File: src/rtl/keypad_row_scanner.sv
// Row sequencer and debouncer for a 4x4 keypad behind a 2-to-4 row decoder.
// Optional macro KEYPAD_RELEASE_EVENT_EN adds key_release and release events.
module keypad_row_scanner #(
  parameter int unsigned DWELL_CYCLES   = 4,
  parameter int unsigned DEBOUNCE_SCANS = 2
) (
  input  logic       clk,
  input  logic       rst,
  input  logic       run,
  output logic       EN,
  output logic       A1,
  output logic       A0,
  input  logic [3:0] COL,
  output logic       key_valid,
  output logic [3:0] key_code,
  input  logic       key_ready,
`ifdef KEYPAD_RELEASE_EVENT_EN
  output logic       key_release,
`endif
  output logic       overrun
);

  typedef enum logic {IDLE, SCAN} state_t;

  localparam logic [7:0] DWELL_LAST = 8'(DWELL_CYCLES - 1);
  localparam logic [3:0] DEB_TARGET = 4'(DEBOUNCE_SCANS);

  function automatic logic is_single(input logic [3:0] v);
    return (v != 4'd0) && ((v & (v - 4'd1)) == 4'd0);
  endfunction

  function automatic logic [1:0] col_index(input logic [3:0] v);
    logic [1:0] idx;
    idx = 2'd0;
    if (v[1]) idx = 2'd1;
    if (v[2]) idx = 2'd2;
    if (v[3]) idx = 2'd3;
    return idx;
  endfunction

  function automatic logic [3:0] sat_inc(input logic [3:0] v);
    return (v == 4'hF) ? v : v + 4'd1;
  endfunction

  state_t     state_q, state_d;
  logic [1:0] row_q, row_d;
  logic [7:0] dwell_q, dwell_d;
  logic [3:0] cand_q, cand_d;
  logic [3:0] match_q, match_d;
  logic       rep_q, rep_d;
  logic       key_valid_q, key_valid_d;
  logic [3:0] key_code_q, key_code_d;
  logic       overrun_q, overrun_d;
  logic       ev;
  logic [3:0] ev_code;
  logic [3:0] sample_key;
`ifdef KEYPAD_RELEASE_EVENT_EN
  logic       key_release_q, key_release_d;
  logic       ev_rel;
`endif

  assign sample_key = {row_q, col_index(COL)};

  always_comb begin
    state_d     = state_q;
    row_d       = row_q;
    dwell_d     = dwell_q;
    cand_d      = cand_q;
    match_d     = match_q;
    rep_d       = rep_q;
    key_valid_d = key_valid_q;
    key_code_d  = key_code_q;
    overrun_d   = 1'b0;
    ev          = 1'b0;
    ev_code     = cand_q;
`ifdef KEYPAD_RELEASE_EVENT_EN
    key_release_d = key_release_q;
    ev_rel        = 1'b0;
`endif

    case (state_q)
      IDLE: begin
        if (run) begin
          state_d = SCAN;
          row_d   = 2'd0;
          dwell_d = 8'd0;
        end
      end
      SCAN: begin
        if (!run) begin
          state_d = IDLE;
          row_d   = 2'd0;
          dwell_d = 8'd0;
          cand_d  = 4'd0;
          match_d = 4'd0;
          rep_d   = 1'b0;
        end else if (dwell_q == DWELL_LAST) begin
          dwell_d = 8'd0;
          row_d   = row_q + 2'd1;
          if (is_single(COL) && (sample_key == cand_q)) begin
            match_d = sat_inc(match_q);
          end else if (is_single(COL)) begin
            cand_d  = sample_key;
            match_d = 4'd1;
            rep_d   = 1'b0;
          end else if (row_q == cand_q[3:2]) begin
            // Empty or ghosted sample on the candidate's own row breaks the streak
            match_d = 4'd0;
            rep_d   = 1'b0;
          end
          if ((match_d == DEB_TARGET) && !rep_d) begin
            ev      = 1'b1;
            ev_code = cand_d;
            rep_d   = 1'b1;
          end
`ifdef KEYPAD_RELEASE_EVENT_EN
          // A release of the old key outranks a simultaneous new press on that row
          if (rep_q && (row_q == cand_q[3:2]) && !COL[cand_q[1:0]]) begin
            ev      = 1'b1;
            ev_code = cand_q;
            ev_rel  = 1'b1;
          end
`endif
        end else begin
          dwell_d = dwell_q + 8'd1;
        end
      end
      default: state_d = IDLE;
    endcase

    if (ev) begin
      if (!key_valid_q || key_ready) begin
        key_valid_d = 1'b1;
        key_code_d  = ev_code;
`ifdef KEYPAD_RELEASE_EVENT_EN
        key_release_d = ev_rel;
`endif
      end else begin
        overrun_d = 1'b1;
      end
    end else if (key_valid_q && key_ready) begin
      key_valid_d = 1'b0;
    end
  end

  always_ff @(posedge clk) begin
    if (rst) begin
      state_q     <= IDLE;
      row_q       <= 2'd0;
      dwell_q     <= 8'd0;
      cand_q      <= 4'd0;
      match_q     <= 4'd0;
      rep_q       <= 1'b0;
      key_valid_q <= 1'b0;
      key_code_q  <= 4'd0;
      overrun_q   <= 1'b0;
`ifdef KEYPAD_RELEASE_EVENT_EN
      key_release_q <= 1'b0;
`endif
    end else begin
      state_q     <= state_d;
      row_q       <= row_d;
      dwell_q     <= dwell_d;
      cand_q      <= cand_d;
      match_q     <= match_d;
      rep_q       <= rep_d;
      key_valid_q <= key_valid_d;
      key_code_q  <= key_code_d;
      overrun_q   <= overrun_d;
`ifdef KEYPAD_RELEASE_EVENT_EN
      key_release_q <= key_release_d;
`endif
    end
  end

  assign EN        = (state_q == SCAN);
  assign A1        = row_q[1];
  assign A0        = row_q[0];
  assign key_valid = key_valid_q;
  assign key_code  = key_code_q;
  assign overrun   = overrun_q;
`ifdef KEYPAD_RELEASE_EVENT_EN
  assign key_release = key_release_q;
`endif

endmodule

File: config.mk
export PLATFORM = sky130hd
export DESIGN_NAME = keypad_row_scanner
export DESIGN_NICKNAME = d
export VERILOG_FILES = /design/src/rtl/keypad_row_scanner.sv
export SDC_FILE = /design/constraint.sdc
export NUM_CORES = 1
export LEC_CHECK = 0
export BUFFER_PORTS_ARGS = -buffer_cell sky130_fd_sc_hd__buf_4
export CORE_UTILIZATION = 45
export DETAILED_ROUTE_END_ITERATION = 10
export PLACE_DENSITY = 0.66
export SYNTH_ARGS = -nofsm -noshare
export SYNTH_HDL_FRONTEND = slang
export SYNTH_SLANG_ARGS = --single-unit
File: constraint.sdc
create_clock -name clk -period 2.3 [get_ports clk]
set_input_delay 0.115 -clock clk [delete_from_list [all_inputs] [get_ports clk]]
set_output_delay 0.115 -clock clk [all_outputs]
set_load 0.005 [all_outputs]
=== Yosys cells after proc, flatten, opt, wreduce, memory -nomap -nowiden ===
Index checks and enable logic that the tools add are counted.

* Flip-flop bits (word level): 26
* Input port bits: 8
* Output and inout bits: 9
* Word-level logic and storage cells: 86

* $add $sub $neg: 4
* Equality and inequality tests: 9
* Muxes and demuxes: 46
* Bitwise logic cells: 3
* Reductions and logical operators: 15

{| class="wikitable"
|+ Operators by type and width
! kind !! number
|-
| 4-bit 2-to-1 mux || 17
|-
| 8-bit 2-to-1 mux || 3
|-
| 1-bit 2-to-1 mux || 19
|-
| 8-bit one-hot mux with 2 select lines || 1
|-
| 2-bit 2-to-1 mux || 5
|-
| 8-bit by 1-bit adder with 8-bit output (second input constant) || 1
|-
| 8-bit by 2-bit == test with 1-bit output (second input constant) || 1
|-
| 2-bit AND reduction || 4
|-
| 4-bit by 1-bit adder with 4-bit output (second input constant) || 1
|-
| 4-bit bitwise AND || 1
|-
| 4-bit by 2-bit == test with 1-bit output (second input constant) || 1
|-
| 4-bit == test || 1
|-
| 4-bit == test (second input constant) || 1
|-
| 1-bit logical AND || 4
|-
| 4-bit zero test || 1
|-
| 2-bit by 1-bit != test with 1-bit output (second input constant) || 2
|-
| 2-bit one-hot mux with 2 select lines || 1
|-
| 4-bit nonzero test || 1
|-
| 4-bit by 1-bit subtractor with 4-bit output (second input constant) || 1
|-
| 3-bit by 2-bit != test with 1-bit output (second input constant) || 1
|-
| 2-bit by 1-bit adder with 2-bit output (second input constant) || 1
|-
| 2-bit == test || 1
|-
| 1-bit zero test || 2
|-
| 2-bit != test (second input constant) || 1
|-
| 4 further kinds || 5
|}

=== Depth between registers and ports, before layout ===
* Word-level depth: 17
* Mapped depth: 8
* Gate-level depth less buffers: 8

=== Least setup slack after synthesis ===
OpenSTA, ideal clock, no wires.

* Path kind: register -> register
* From: register cand_q[1]
* To: register key_code_q[2] (netlist: key_code[2])
* Data arrival time: 2.311 ns
* Required time: 2.179 ns
* Slack: -0.132 ns
* Cell stages (with the launch flop): 8
* Path buffers: 0
* Path through: dfxtp_1 > or3_1 > a211o_1 > a211oi_4 > a41o_1 > a21oi_2 > nor4_4 > mux2_4

* Word-level cells in the longest chain between the ends: 13
* Elaborated cells on any way between the ends: 23
* Those cells by class: eq/ne (2); mux (17); reduce/logical (4)

{| class="wikitable"
|+ Ends and longest elaborated chain
! item !! RTL line !! text
|-
| from (decl) || 48 || <nowiki>logic [3:0] cand_q, cand_d;</nowiki>
|-
| from (signal assigned) || 164 || <nowiki>cand_q <= cand_d;</nowiki>
|-
| 4-bit == test * || 100 || <nowiki>if (is_single(COL) && (sample_key == cand_q)) begin</nowiki>
|-
| 1-bit logical AND * || 100 ||
|-
| 4-bit 2-to-1 mux / 1-bit 2-to-1 mux (equally long branches) || 100 ||
|-
| 4-bit 2-to-1 mux / 1-bit 2-to-1 mux (equally long branches) || 97 || <nowiki>end else if (dwell_q == DWELL_LAST) begin</nowiki>
|-
| 4-bit 2-to-1 mux / 1-bit 2-to-1 mux (equally long branches) || 90 || <nowiki>if (!run) begin</nowiki>
|-
| 4-bit 2-to-1 mux / 1-bit 2-to-1 mux (equally long branches) || 81 || <nowiki>case (state_q)</nowiki>
|-
| 4-bit by 2-bit == test with 1-bit output / 1-bit zero test (equally long branches) || 111 || <nowiki>if ((match_d == DEB_TARGET) && !rep_d) begin</nowiki>
|-
| 1-bit logical AND || 111 ||
|-
| 1-bit 2-to-1 mux || 111 ||
|-
| 1-bit 2-to-1 mux || 97 ||
|-
| 1-bit 2-to-1 mux || 90 ||
|-
| 1-bit 2-to-1 mux || 81 ||
|-
| 2-bit AND reduction (no source line) || -- ||
|-
| to (signal assigned) || 168 || <nowiki>key_code_q <= key_code_d;</nowiki>
|-
| to (decl) || 52 || <nowiki>logic [3:0] key_code_q, key_code_d;</nowiki>
|}

Every way passes the cells marked *; elsewhere a longest branch is shown, timed or not. The select of a mux whose other input is x is not followed.
A chain may end at the register's enable or synchronous reset.

=== Worst setup path after layout ===
* From: register cand_q[1]
* To: register key_valid_q (netlist: key_valid)

* Word-level cells in the longest chain between the ends: 14
* Elaborated cells on any way between the ends: 21
* Those cells by class: eq/ne (3); mux (13); reduce/logical (5)

{| class="wikitable"
|+ Ends and longest elaborated chain
! item !! RTL line !! text
|-
| 4-bit == test * || 100 ||
|-
| 1-bit logical AND * || 100 ||
|-
| 4-bit 2-to-1 mux / 1-bit 2-to-1 mux (equally long branches) || 100 ||
|-
| 4-bit 2-to-1 mux / 1-bit 2-to-1 mux (equally long branches) || 97 ||
|-
| 4-bit 2-to-1 mux / 1-bit 2-to-1 mux (equally long branches) || 90 ||
|-
| 4-bit 2-to-1 mux / 1-bit 2-to-1 mux (equally long branches) || 81 ||
|-
| 4-bit by 2-bit == test with 1-bit output / 1-bit zero test (equally long branches) || 111 ||
|-
| 1-bit logical AND * || 111 ||
|-
| 1-bit 2-to-1 mux * || 111 ||
|-
| 1-bit 2-to-1 mux * || 97 ||
|-
| 1-bit 2-to-1 mux * || 90 ||
|-
| 1-bit 2-to-1 mux * || 81 ||
|-
| 2-bit by 1-bit != test with 1-bit output (no source line) / 2-bit nonzero test (equally long branches) || -- ||
|-
| 2-bit AND reduction (no source line) || -- ||
|-
| to (signal assigned) || 167 || <nowiki>key_valid_q <= key_valid_d;</nowiki>
|-
| to (decl) || 51 || <nowiki>logic key_valid_q, key_valid_d;</nowiki>
|}

Marks and branches as above.

==> summary.md <==
| Metric | Value |
|---|---|
| Leakage power | `0.7371 nW` |
| Area grow syn2layout | `23.79%` |
| First-pass GRT wire length | `6272 um` |
| DRT Wirelength | `3695 um` |
| Final setup viols | `7` |
| Clock sink total | `26` |
| Largest buffer count on any clock path | `2` |
| Switching power share of the total | `0.2481` |
| Pwr/cell area | `386.0 mW/mm2` |
| Vias in the first global route | `1,402` |
| Critical path class | `reg -> reg` |
| Row count | `20` |
| Dpl hpwl | `2715 um` |
| P_int | `about 0.55 mW` |
| # port buffers | `16` |
| Crit Path Max Fanout | `3` |
| Worst Tran Pin Value | `about 800 ps` |
| CP cell instances | `or3_1 -> a211o_1 -> a221oi_2 -> nor2_1 -> a211o_2 -> or4b_4 -> a21oi_2` |
| Max Cap Viol | `0` |
| Sequential area share after synthesis | `0.3413` |
| Crit path buf inv count | `0` |
| Flops & latches, synth | `26` |
| Clock root cell | `clkbuf_4` |
| Number of top-level pins | `17` |
| Fillers | `275` |
| Via density per instance | `5.677` |
| Skew-Pair Late Insertion Delay | `320 ps` |
| Slew headroom | `0.4502` |
| Final core utilization | `0.6036` |
| Die X | `60.22 um` |
| Count leader, synth | `nor2_1` |
| Cell taking the most area after synthesis | `dfxtp_1` |
| Mean cell area of the mapped netlist | `about 8.3 um2` |
| Clock buffer count from CTS | `3` |
| Iter 0 DRT Violations | `82` |
| Final Power | `roughly 0.73 mW` |
| Post-Layout Cell Count | `between 200 and 300` |
| Sequential Power Share | `0.623` |
| Synth Net Count | `194` |
| Largest net degree at the start of global routing | `31` |
| Placed insts | `252` |
| Async set-reset flop share out of synthesis | `0` |
| Routability congestion estimate from global placement | `between 0.8 and 0.9` |
| Layout cells sized above 1 | `0.3005` |
| Die area | `0.003626 mm2` |
| Fin Hold WS | `71.71 ps` |
| Post-Place Worst Slack | `-159.8 ps` |
| Total global-route track usage | `0.2309` |
| Vias | `1,459` |
| Final WS setup | `-114.8 ps` |
| Synth top area share | `0.3413` |
| Skew final | `1.222 ps` |
| N_diodes | `0` |
| Hold Vio Cnt, Final | `0` |
| Max-slew violations | `0` |
| Failing checks | `negative setup slack` |
| Period minus WS final | `2415 ps` |
| CTS H-tree depth | `1` |
| Peak supply drop | `around 0.33 mV` |
| Leading cell types by count after synthesis | `nor2_1, dfxtp_1, a21oi_1, nand2_1` |
| Synth warnings | `0` |
| Startpoint types | `flop` |
| Clock power share | `0.261` |
| Family with the most delay on the worst path | `compound AO/OA/AOI/OAI gates` |
| CP arrival | `2680 ps` |
| Post-synth EDFFs | `0` |
| Drt drc | `0` |
| CTS Hold Bufs | `0` |
| Post-Synthesis Cell Area | `0.001525 mm2` |
| Post-synthesis cell type count | `48` |
| Cell at the slowest stage of the critical path | `or4b_4` |
| Final critical-path share of the clock period | `1.050` |
| Max Freq | `0.4141 GHz` |
| Worst Setup End Kind | `flop` |
| Drt first pass iters | `4` |
| Setup TNS | `-641.2 ps` |
| Synth Instances | `roughly 180` |
| Nets | `225` |
| Unrepaired setup endpoints after global routing | `yes` |
| Status | `complete, but fails checks` |
| CTS tree | `done` |
| Worst hold-check path type | `in -> reg` |
| Wire per inst | `about 14 um` |
| Combinational share of power | `0.116` |
| DRT antenna net count | `0` |
| Die H | `60.22 um` |
| Post-route design area | `0.001888 mm2` |
| Synth Flop Type | `dfxtp_1` |
| Initial Util | `0.4876` |
| Sw power | `0.1808 mW` |
| Synth top area cells | `dfxtp_1, nor2_1, a21oi_1, nand2_1, a211oi_4` |
| Flop2flop setup slack | `-110 ps` |
| Area of placed instances | `0.001788 mm2` |
| Crit-path max cell delay | `570 ps` |
| Req. time, crit path | `between 2000 and 3000 ps` |
| GR Overflow Total | `0` |
| Initial antenna violation count | `0` |
| Core area | `around 0.0031 mm2` |
| Worst-path clk slew | `130 ps` |
-- flip-flops by register name (all words and copies together), names as in the netlist --
name / flops
EN: 1
key_code: 4
row_q: 2
overrun: 1
cand_q: 4
key_valid: 1
match_q: 4
rep_q: 1
dwell_q: 8
-- cells by family after synthesis --
family,Yosys count,share of synthesized area
buffers and inverters,13,0.03937
and+or+nand+nor,81,0.2896
xor gates and xnor gates,3,0.01723
muxes,6,0.04594
AOI/OAI and AO/OA,53,0.2502
adders and majority gates,2,0.01640
DFF,26,0.3413
-- path summary, 6_finish.rpt --
path                                  start     endpoint  depth (start not counted)
worst max-delay path              cand_q[1]    key_valid                          7
worst min-delay path                    run           EN                          3
worst max register to register    cand_q[1]    key_valid                          7
worst min register to register  key_code[1]  key_code[1]                          2
-- per-layer routing --
metal,GRT usage,share of wire
met1,0.3109,0.50
met2,0.3752,0.45
met3,0.04762,0.042
met4,0.05316,0.010
met5,0,0
-- area by class of cell --
cell class | instances | area (um2) | share of cell area
clock buffers | 3 | 22.52 | 0.01193
well taps | 44 | 55.05 | 0.02916
repair buffers | 36 | 277.8 | 0.1471
flip-flops and latches | 26 | 521.8 | 0.2763
inverters | 3 | 11.26 | 0.005964
multi-input cells | 145 | 999.7 | 0.5295
-- cell usage in the layout (no fill, tap or decap), types with 3 or more instances in the layout --
master    instances
nor4b_2           3
a311oi_1          3
clkbuf_4          3
nor2_1           27
inv_1             3
mux2i_1           4
o21ai_0           8
dfxtp_1          25
and3_1            3
nand2b_1          6
nand2_1          11
a21oi_1          12
a21o_1            4
nand3_1           8
a22oi_1           5
or2_2             4
buf_4            34
nor3_1            4
-- timing repair --
item,in CTS,in global routing
resized for setup,8,5
pin swaps,6,4
buffers inserted,2,0
endpoints found under the setup margin,7,9
-- power groups by stage --
stage / combinational (mW) / sequential (mW) / clock, mW
after floorplan: 0.0575 / 0.464 / 0
after global placement: 0.0782 / 0.464 / 0
after detailed placement: 0.0812 / 0.464 / 0
after CTS: 0.0835 / 0.454 / 0.204
after global routing: 0.0924 / 0.455 / 0.226
final: 0.0844 / 0.454 / 0.190
-- worst reg2reg max path, delay by kind of cell, from the launching register on --
| kind | cells | cell delay [ps] |
|---|---|---|
| AO/OA/AOI/OAI | 4 | 1020 |
| flip-flops | 1 | 340 |
| AND/OR/NAND/NOR | 3 | 1010 |
No activity file was read; power rests on OpenSTA's default activity.
